==> config.mk <==
export PLATFORM = sky130hd
export DESIGN_NAME = fetch_ctrl
export DESIGN_NICKNAME = d
export VERILOG_FILES = /design/src/rtl/fetch_pkg.sv /design/src/rtl/fetch_ctrl_sat_counter.sv /design/src/rtl/fetch_ctrl.sv
export SDC_FILE = /design/constraint.sdc
export NUM_CORES = 1
export LEC_CHECK = 0
export CAP_MARGIN = 15
export CELL_PAD_IN_SITES_DETAIL_PLACEMENT = 2
export CELL_PAD_IN_SITES_GLOBAL_PLACEMENT = 2
export CORE_AREA = 5 5 42 44
export DETAILED_ROUTE_END_ITERATION = 16
export DIE_AREA = 0 0 47 49
export DONT_BUFFER_PORTS = 1
export PLACE_DENSITY = 0.48
export REMOVE_ABC_BUFFERS = 1
export SYNTH_ARGS = -nofsm -noshare
export SYNTH_HDL_FRONTEND = slang
export SYNTH_HIERARCHICAL = 1
export SYNTH_SLANG_ARGS = --single-unit
==> constraint.sdc <==
create_clock -name clk -period 1.6 [get_ports clk]
set_clock_uncertainty 0.1 [all_clocks]
set_input_delay 0.16 -clock clk [delete_from_list [all_inputs] [get_ports clk]]
set_output_delay 0.16 -clock clk [all_outputs]
set_load 0.01 [all_outputs]
==> src/rtl/fetch_pkg.sv <==
// -----------------------------------------------------------------------------
// fetch_pkg
// Types and constants shared by the fetch-stage sequencing controller and the
// PC datapath (pc_reg + pc_mux).
//   fetch_state_t : controller FSM state (IDLE / RUN / MISS), 2'b11 unused
//   pcsrc_t       : next-PC select driven into pc_mux, 2'b11 never driven
//   RST_*         : values the controller presents right after reset
//   redirect_src  : picks the next-PC source for an execute-stage redirect
// -----------------------------------------------------------------------------
package fetch_pkg;

  typedef enum logic [1:0] {
    FS_IDLE = 2'b00,
    FS_RUN  = 2'b01,
    FS_MISS = 2'b10
  } fetch_state_t;

  typedef enum logic [1:0] {
    PC_PLUS4  = 2'b00,  // sequential fetch
    PC_TARGET = 2'b01,  // pce + immexte (branch / jal)
    PC_ALU    = 2'b10   // aluresult (jalr)
  } pcsrc_t;

  // Reset / IDLE presentation: PC held, both pipeline registers flushed.
  localparam fetch_state_t RST_STATE   = FS_IDLE;
  localparam pcsrc_t       RST_PCSRC   = PC_PLUS4;
  localparam logic         RST_EN_B    = 1'b0;
  localparam logic         RST_STALL_D = 1'b0;
  localparam logic         RST_FLUSH_D = 1'b1;
  localparam logic         RST_FLUSH_E = 1'b1;

  // jalr takes its target from the ALU; branch and jal use pce + immexte.
  // jalr wins if it is (illegally) asserted together with another redirect.
  function automatic pcsrc_t redirect_src(input logic jalr_e);
    return jalr_e ? PC_ALU : PC_TARGET;
  endfunction

endpackage

==> src/rtl/fetch_ctrl_sat_counter.sv <==
// -----------------------------------------------------------------------------
// sat_counter
// Saturating up-counter with synchronous clear.
//   clk   : clock
//   rst   : synchronous active-high clear
//   inc   : increment enable (ignored once the count reaches all-ones)
//   count : current count
// -----------------------------------------------------------------------------
module sat_counter #(
  parameter int WIDTH = 16
) (
  input  logic             clk,
  input  logic             rst,
  input  logic             inc,
  output logic [WIDTH-1:0] count
);

  logic [WIDTH-1:0] count_reg;
  logic [WIDTH-1:0] count_next;

  always_comb begin
    count_next = count_reg;
    if (inc && (count_reg != {WIDTH{1'b1}})) begin
      count_next = count_reg + 1'b1;
    end
  end

  always_ff @(posedge clk) begin
    if (rst) begin
      count_reg <= '0;
    end else begin
      count_reg <= count_next;
    end
  end

  assign count = count_reg;

endmodule

==> src/rtl/fetch_ctrl.sv <==
// -----------------------------------------------------------------------------
// fetch_ctrl
// Fetch-stage sequencing controller. Drives the PC register enable, the
// next-PC source select and the F/D, D/E stall/flush controls from the hazard
// sources. Outputs are Mealy: combinational from state plus current inputs.
// After reset the PC is held until trigger is seen in IDLE.
//
// Ports:
//   clk, rst            : clock, synchronous active-high reset
//   trigger             : start request (IDLE only)
//   icache_miss         : fetch address missed this cycle
//   icache_ready        : miss fill complete, instruction valid this cycle
//   loaduse_hazard      : decode-stage load-use hazard
//   branch_taken_e      : execute-stage taken branch
//   jump_e, jalr_e      : execute-stage jal / jalr
//   en_b                : PC load enable (1 = load next_pc)
//   pcsrc               : next-PC select (pcsrc_t)
//   stall_d             : hold F/D register
//   flush_d, flush_e    : bubble F/D, D/E at next edge
//   fetch_state         : current FSM state (debug)
//   perf_stall_cycles   : cycles with PC held outside IDLE   (FETCH_PERF_EN)
//   perf_redirects      : execute-stage redirect cycles      (FETCH_PERF_EN)
//
// Build option: define FETCH_PERF_EN to add the two saturating perf counters.
// -----------------------------------------------------------------------------
module fetch_ctrl
  import fetch_pkg::*;
#(
  parameter int CNT_WIDTH = 16
) (
  input  logic                 clk,
  input  logic                 rst,
  input  logic                 trigger,
  input  logic                 icache_miss,
  input  logic                 icache_ready,
  input  logic                 loaduse_hazard,
  input  logic                 branch_taken_e,
  input  logic                 jump_e,
  input  logic                 jalr_e,
  output logic                 en_b,
  output pcsrc_t               pcsrc,
  output logic                 stall_d,
  output logic                 flush_d,
  output logic                 flush_e,
  output logic [1:0]           fetch_state
`ifdef FETCH_PERF_EN
  ,
  output logic [CNT_WIDTH-1:0] perf_stall_cycles,
  output logic [CNT_WIDTH-1:0] perf_redirects
`endif
);

  fetch_state_t state_reg;
  fetch_state_t state_next;
  logic         redirect;

  assign redirect = jalr_e | jump_e | branch_taken_e;

  // State register
  always_ff @(posedge clk) begin
    if (rst) begin
      state_reg <= RST_STATE;
    end else begin
      state_reg <= state_next;
    end
  end

  // Next-state logic. The unused encoding behaves exactly like IDLE.
  always_comb begin
    state_next = state_reg;
    case (state_reg)
      FS_RUN: begin
        if (redirect) begin
          state_next = FS_RUN;
        end else if (icache_miss) begin
          state_next = FS_MISS;
        end else begin
          state_next = FS_RUN;
        end
      end
      FS_MISS: begin
        // A redirect aborts the outstanding fill: it was on the wrong path.
        if (redirect || icache_ready) begin
          state_next = FS_RUN;
        end else begin
          state_next = FS_MISS;
        end
      end
      default: begin
        state_next = trigger ? FS_RUN : FS_IDLE;
      end
    endcase
  end

  // Output logic
  always_comb begin
    en_b    = RST_EN_B;
    pcsrc   = RST_PCSRC;
    stall_d = RST_STALL_D;
    flush_d = RST_FLUSH_D;
    flush_e = RST_FLUSH_E;
    case (state_reg)
      FS_RUN: begin
        if (redirect) begin
          // Miss / load-use on the same cycle belong to the wrong path.
          en_b    = 1'b1;
          pcsrc   = redirect_src(jalr_e);
          flush_d = 1'b1;
          flush_e = 1'b1;
        end else if (icache_miss) begin
          en_b    = 1'b0;
          flush_d = 1'b1;
          flush_e = 1'b0;
        end else if (loaduse_hazard) begin
          en_b    = 1'b0;
          stall_d = 1'b1;
          flush_d = 1'b0;
          flush_e = 1'b1;
        end else begin
          en_b    = 1'b1;
          flush_d = 1'b0;
          flush_e = 1'b0;
        end
      end
      FS_MISS: begin
        if (redirect) begin
          en_b    = 1'b1;
          pcsrc   = redirect_src(jalr_e);
          flush_d = 1'b1;
          flush_e = 1'b1;
        end else begin
          en_b    = icache_ready;
          flush_d = ~icache_ready;
          flush_e = 1'b0;
          // A stalled F/D register holds the older instruction; clearing it
          // would lose that instruction, so the stall overrides the bubble.
          if (loaduse_hazard) begin
            stall_d = 1'b1;
            flush_d = 1'b0;
            flush_e = 1'b1;
          end
        end
      end
      default: begin
        // IDLE (and unused encoding): reset presentation, hazards ignored.
      end
    endcase
  end

  assign fetch_state = state_reg;

`ifdef FETCH_PERF_EN
  logic                 active;
  logic [1:0]           perf_inc;
  logic [CNT_WIDTH-1:0] perf_count [2];

  assign active      = (state_reg == FS_RUN) || (state_reg == FS_MISS);
  assign perf_inc[0] = active && !en_b;
  assign perf_inc[1] = active && redirect;

  generate
    for (genvar gi = 0; gi < 2; gi++) begin : g_perf
      sat_counter #(
        .WIDTH(CNT_WIDTH)
      ) u_cnt (
        .clk  (clk),
        .rst  (rst),
        .inc  (perf_inc[gi]),
        .count(perf_count[gi])
      );
    end
  endgenerate

  assign perf_stall_cycles = perf_count[0];
  assign perf_redirects    = perf_count[1];
`endif

endmodule

==> summary.log, run 1 <==
INFO  setup_path     data_arrival_critical_path=1260ps
INFO  placed_design  count_of_input_and_output_buffers=0
INFO  outcome        outcome=complete, no violations
INFO  sta            timing_worst_slew_pin_value=331ps
INFO  drt            vias=275
INFO  drt            drt_drc_violations_left=0
INFO  die            floorplan.die.height=49um
INFO  setup_path     critical_path.reg2reg.endpoint=fetch_state[0]
INFO  clocking       cts.sink_count=2
INFO  synth          biggest_area_contributors_in_the_synthesized_netlist=sky130_fd_sc_hd__dfxtp_1 17%, sky130_fd_sc_hd__ha_1 11%, sky130_fd_sc_hd__nor3_1 8.6%, sky130_fd_sc_hd__nor2_1 6.5%, sky130_fd_sc_hd__nor4_1 5.4%
INFO  synth          synth-seq-area-share=17.2%
INFO  cells_and_area fin_area=383um^2
INFO  clocking       tritoncts_clock_tree=built
INFO  grt            initial_antenna_violation_count=0
INFO  sta            unrepaired_setup_endpoints_after_global_routing=no
INFO  setup_path     setup.reg_to_reg.worst_slack=120ps
INFO  setup_path     startpoint=fetch_state[1]
INFO  drt            totalWireLength=880um
INFO  synth          synth.yosys.warnings=6
INFO  power_and_ir_drop worst_ir_drop_vdd=0.139mV
INFO  sta            finalWorstPathRequiredPeriod=1520ps
INFO  flow_run       drv.max_cap_violation_count=0
INFO  setup_path     worst-endpoint-required=1340ps
INFO  grt            overflow=0
INFO  placed_design  dp_hpwl=730um
INFO  placed_design  place_inst=51
INFO  sta            hold_viol_final=0
INFO  clocking       clock_tree.root_cell=sky130_fd_sc_hd__clkbuf_4
INFO  cells_and_area fin_nets=53
INFO  setup_path     cp-end-kind=primary output
INFO  clocking       max-clock-path-buffers=2
INFO  cells_and_area finish.cell_count_without_fillers=56
INFO  setup_path     timing.reg2reg.worst_path_depth=6
INFO  synth          synth_top_area_share=17.2%
INFO  setup_path     cpMaxStageDelayCell=sky130_fd_sc_hd__dfxtp_2
INFO  cells_and_area post_route_cells_drive_above_1_share=50.0%
INFO  setup_path     start_kind=register
INFO  placed_design  gp_routability_congestion=0.734
INFO  die            core-area=0.00140mm^2
INFO  sta            post-route-period-util=95.1%
INFO  worst_hold_path worst_hold_path_class=in2reg
INFO  synth          yosys.cell_types.count=19
INFO  drt            antenna_violating_nets_post_route=0
INFO  cells_and_area most_common_library_cell_in_the_layout_ignoring_fill_and_taps=sky130_fd_sc_hd__buf_4
INFO  synth          flip_flop_and_latch_count_after_synthesis=2
INFO  sta            rel_slew_slack=77.8%
INFO  setup_path     cp_cell_sequence=buf_4 -> inv_1 -> ha_4 -> nor2b_4 -> o21ai_1 -> nor2_2
INFO  clocking       clock_tree.htree_level_count=1
INFO  worst_hold_path holdPathEnd=fetch_state[0]
INFO  die            floorplan.initialDensity=16.6%
INFO  drt            drt_pass1_iterations=3
INFO  placed_design  place_area=264um^2
INFO  power_and_ir_drop power.density=574mW/mm^2
INFO  grt            grt_start_max_net_pins=7
INFO  sta            final.setup.tns=0ps
INFO  setup_path     crit-reg2reg-launch=fetch_state[0]
INFO  cells_and_area largest_reg_flops=2
INFO  grt            grt_pass1_wl=1480um
INFO  drt            routedWlPerCell=15.7um
INFO  sta            finalMaxSlewViolations=0
INFO  cells_and_area antenna_cells=0
INFO  synth          yosysTopAreaCell=sky130_fd_sc_hd__dfxtp_1
INFO  die            floorplan_die_width=47um
INFO  grt            grt_pass1_vias=315
INFO  clocking       clk_pin_slew_worst_paths=30ps
INFO  cells_and_area final_cell_mix=4 x sky130_fd_sc_hd__buf_4, 3 x sky130_fd_sc_hd__nor2_1, 3 x sky130_fd_sc_hd__nand2_1, 3 x sky130_fd_sc_hd__nor3_1, 3 x sky130_fd_sc_hd__clkbuf_4
INFO  sta            fmax=0.657GHz
INFO  synth          post_synth_design_cell_area=233um^2
INFO  die            ioPinCount=17
INFO  setup_path     path_class=reg2out
INFO  clocking       cts_made_buffers=3
INFO  cells_and_area area_growth_from_synthesis_to_layout=64.5%
INFO  die            placement_rows=14
INFO  synth          netlist_instances=33
INFO  worst_hold_path hold_path_depth=2
INFO  setup_path     max_stage_delay_on_crit_path=320ps
INFO  power_and_ir_drop cellLeakagePower=0.131nW
INFO  sta            report.final.setup_viol=0
INFO  synth          avgSynthCellArea=7.05um^2
INFO  grt            groute.usage.overall=9.07%
INFO  drt            drtIter0Drc=2
INFO  drt            vias_per_cell=4.91
INFO  cells_and_area final_standard_cell_utilization_of_the_core=27.3%
INFO  worst_hold_path hold_path_startpoint=rst
INFO  setup_path     crit_fanout=3
INFO  clocking       worstSkewPairLatency=220ps
INFO  die            fp.dieArea=0.00230mm^2
through the flow:
step                      worst slack [ps]  total power [mW]  hold WS [ps]
final                                 78.4             0.220          40.7
after global routing                  21.6             0.233          43.9
after CTS                            0.689             0.221          44.4
after detailed placement             -47.0            0.0944           153
after global placement                57.9            0.0929           147
after floorplan                       43.8            0.0819           139
synthesized netlist by cell type:
cell                        number
sky130_fd_sc_hd__o21ai_0         1
sky130_fd_sc_hd__mux2i_1         1
sky130_fd_sc_hd__inv_2           1
sky130_fd_sc_hd__o311ai_1        1
sky130_fd_sc_hd__a21oi_1         2
sky130_fd_sc_hd__a311o_1         1
sky130_fd_sc_hd__nor2b_1         1
sky130_fd_sc_hd__inv_1           3
sky130_fd_sc_hd__ha_1            2
sky130_fd_sc_hd__nand2_1         3
sky130_fd_sc_hd__nor4_1          2
sky130_fd_sc_hd__nand2b_1        1
sky130_fd_sc_hd__o41ai_1         1
sky130_fd_sc_hd__nor2_1          4
sky130_fd_sc_hd__a2bb2oi_1       1
sky130_fd_sc_hd__and2b_2         1
sky130_fd_sc_hd__dfxtp_1         2
sky130_fd_sc_hd__buf_6           1
sky130_fd_sc_hd__nor3_1          4
cells by family after synthesis:
kind of cell	Yosys count	share of synthesized area (%)
mux	1	4.30
simple gates	16	34.4
fa+ha+maj	2	10.8
compound gates	7	22.0
buf+inv	5	11.3
flops	2	17.2
how the worst max path moves through the flow:
stage          endpoint  slack [ps]
6_report        stall_d          80
3_3_place_gp    flush_d          60
3_5_place_dp    flush_d         -50
4_1_cts            en_b         0.7
2_1_floorplan   flush_d          40
5_1_grt         flush_d          20
power by group:
part           leakage (nW)  internal, mW  total [mW]  switching, mW
combinational         0.100        0.0296      0.0581         0.0284
clock                0.0138        0.0824       0.108         0.0251
sequential           0.0172        0.0526      0.0540        0.00138
total                 0.131         0.165       0.220         0.0549
worst max-delay path, delay by kind of cell, from the launching register on:
family | cells | cell delay (ps)
AND/OR/NAND/NOR | 2 | 280
flip-flops | 1 | 320
buffers and inverters | 2 | 220
AO/OA/AOI/OAI | 1 | 60
adder cells (fa/ha/maj) | 1 | 150
layout make-up:
cell class | count | area, um^2
fillers | 177 | 1020
multi-input cells | 26 | 243
flip-flops and latches | 2 | 42.5
repair buffers | 5 | 40.0
clock buffers | 3 | 22.5
well taps | 16 | 20.0
inverters | 4 | 15.0
layer usage:
| metal | part of all wire [%] | wire [um] | vias to the layer above | global-route usage [%] |
|---|---|---|---|---|
| met1 | 42 | 373 | 130 | 9.41 |
| met5 | 0 | 0 | - | 0 |
| li1 | - | - | 135 | - |
| met2 | 50 | 439 | 10 | 14.7 |
| met3 | 7.7 | 68 | 0 | 4.43 |
| met4 | 0 | 0 | 0 | 4.15 |
repair_timing:
item,CTS,global route
hold buffers,1,0
pin swaps,1,1
buffers inserted,0,1
hold endpoints to repair,2,0
resized for setup,9,7
setup endpoints to repair,6,6
Power figures use the tool's default switching activity.
==> run 2: changes to the inputs <==
Settings changed: SLEW_MARGIN set to 30.
==> results of run 2 <==
Same layout as run 1: the final DEF is identical, and so are final timing and power.
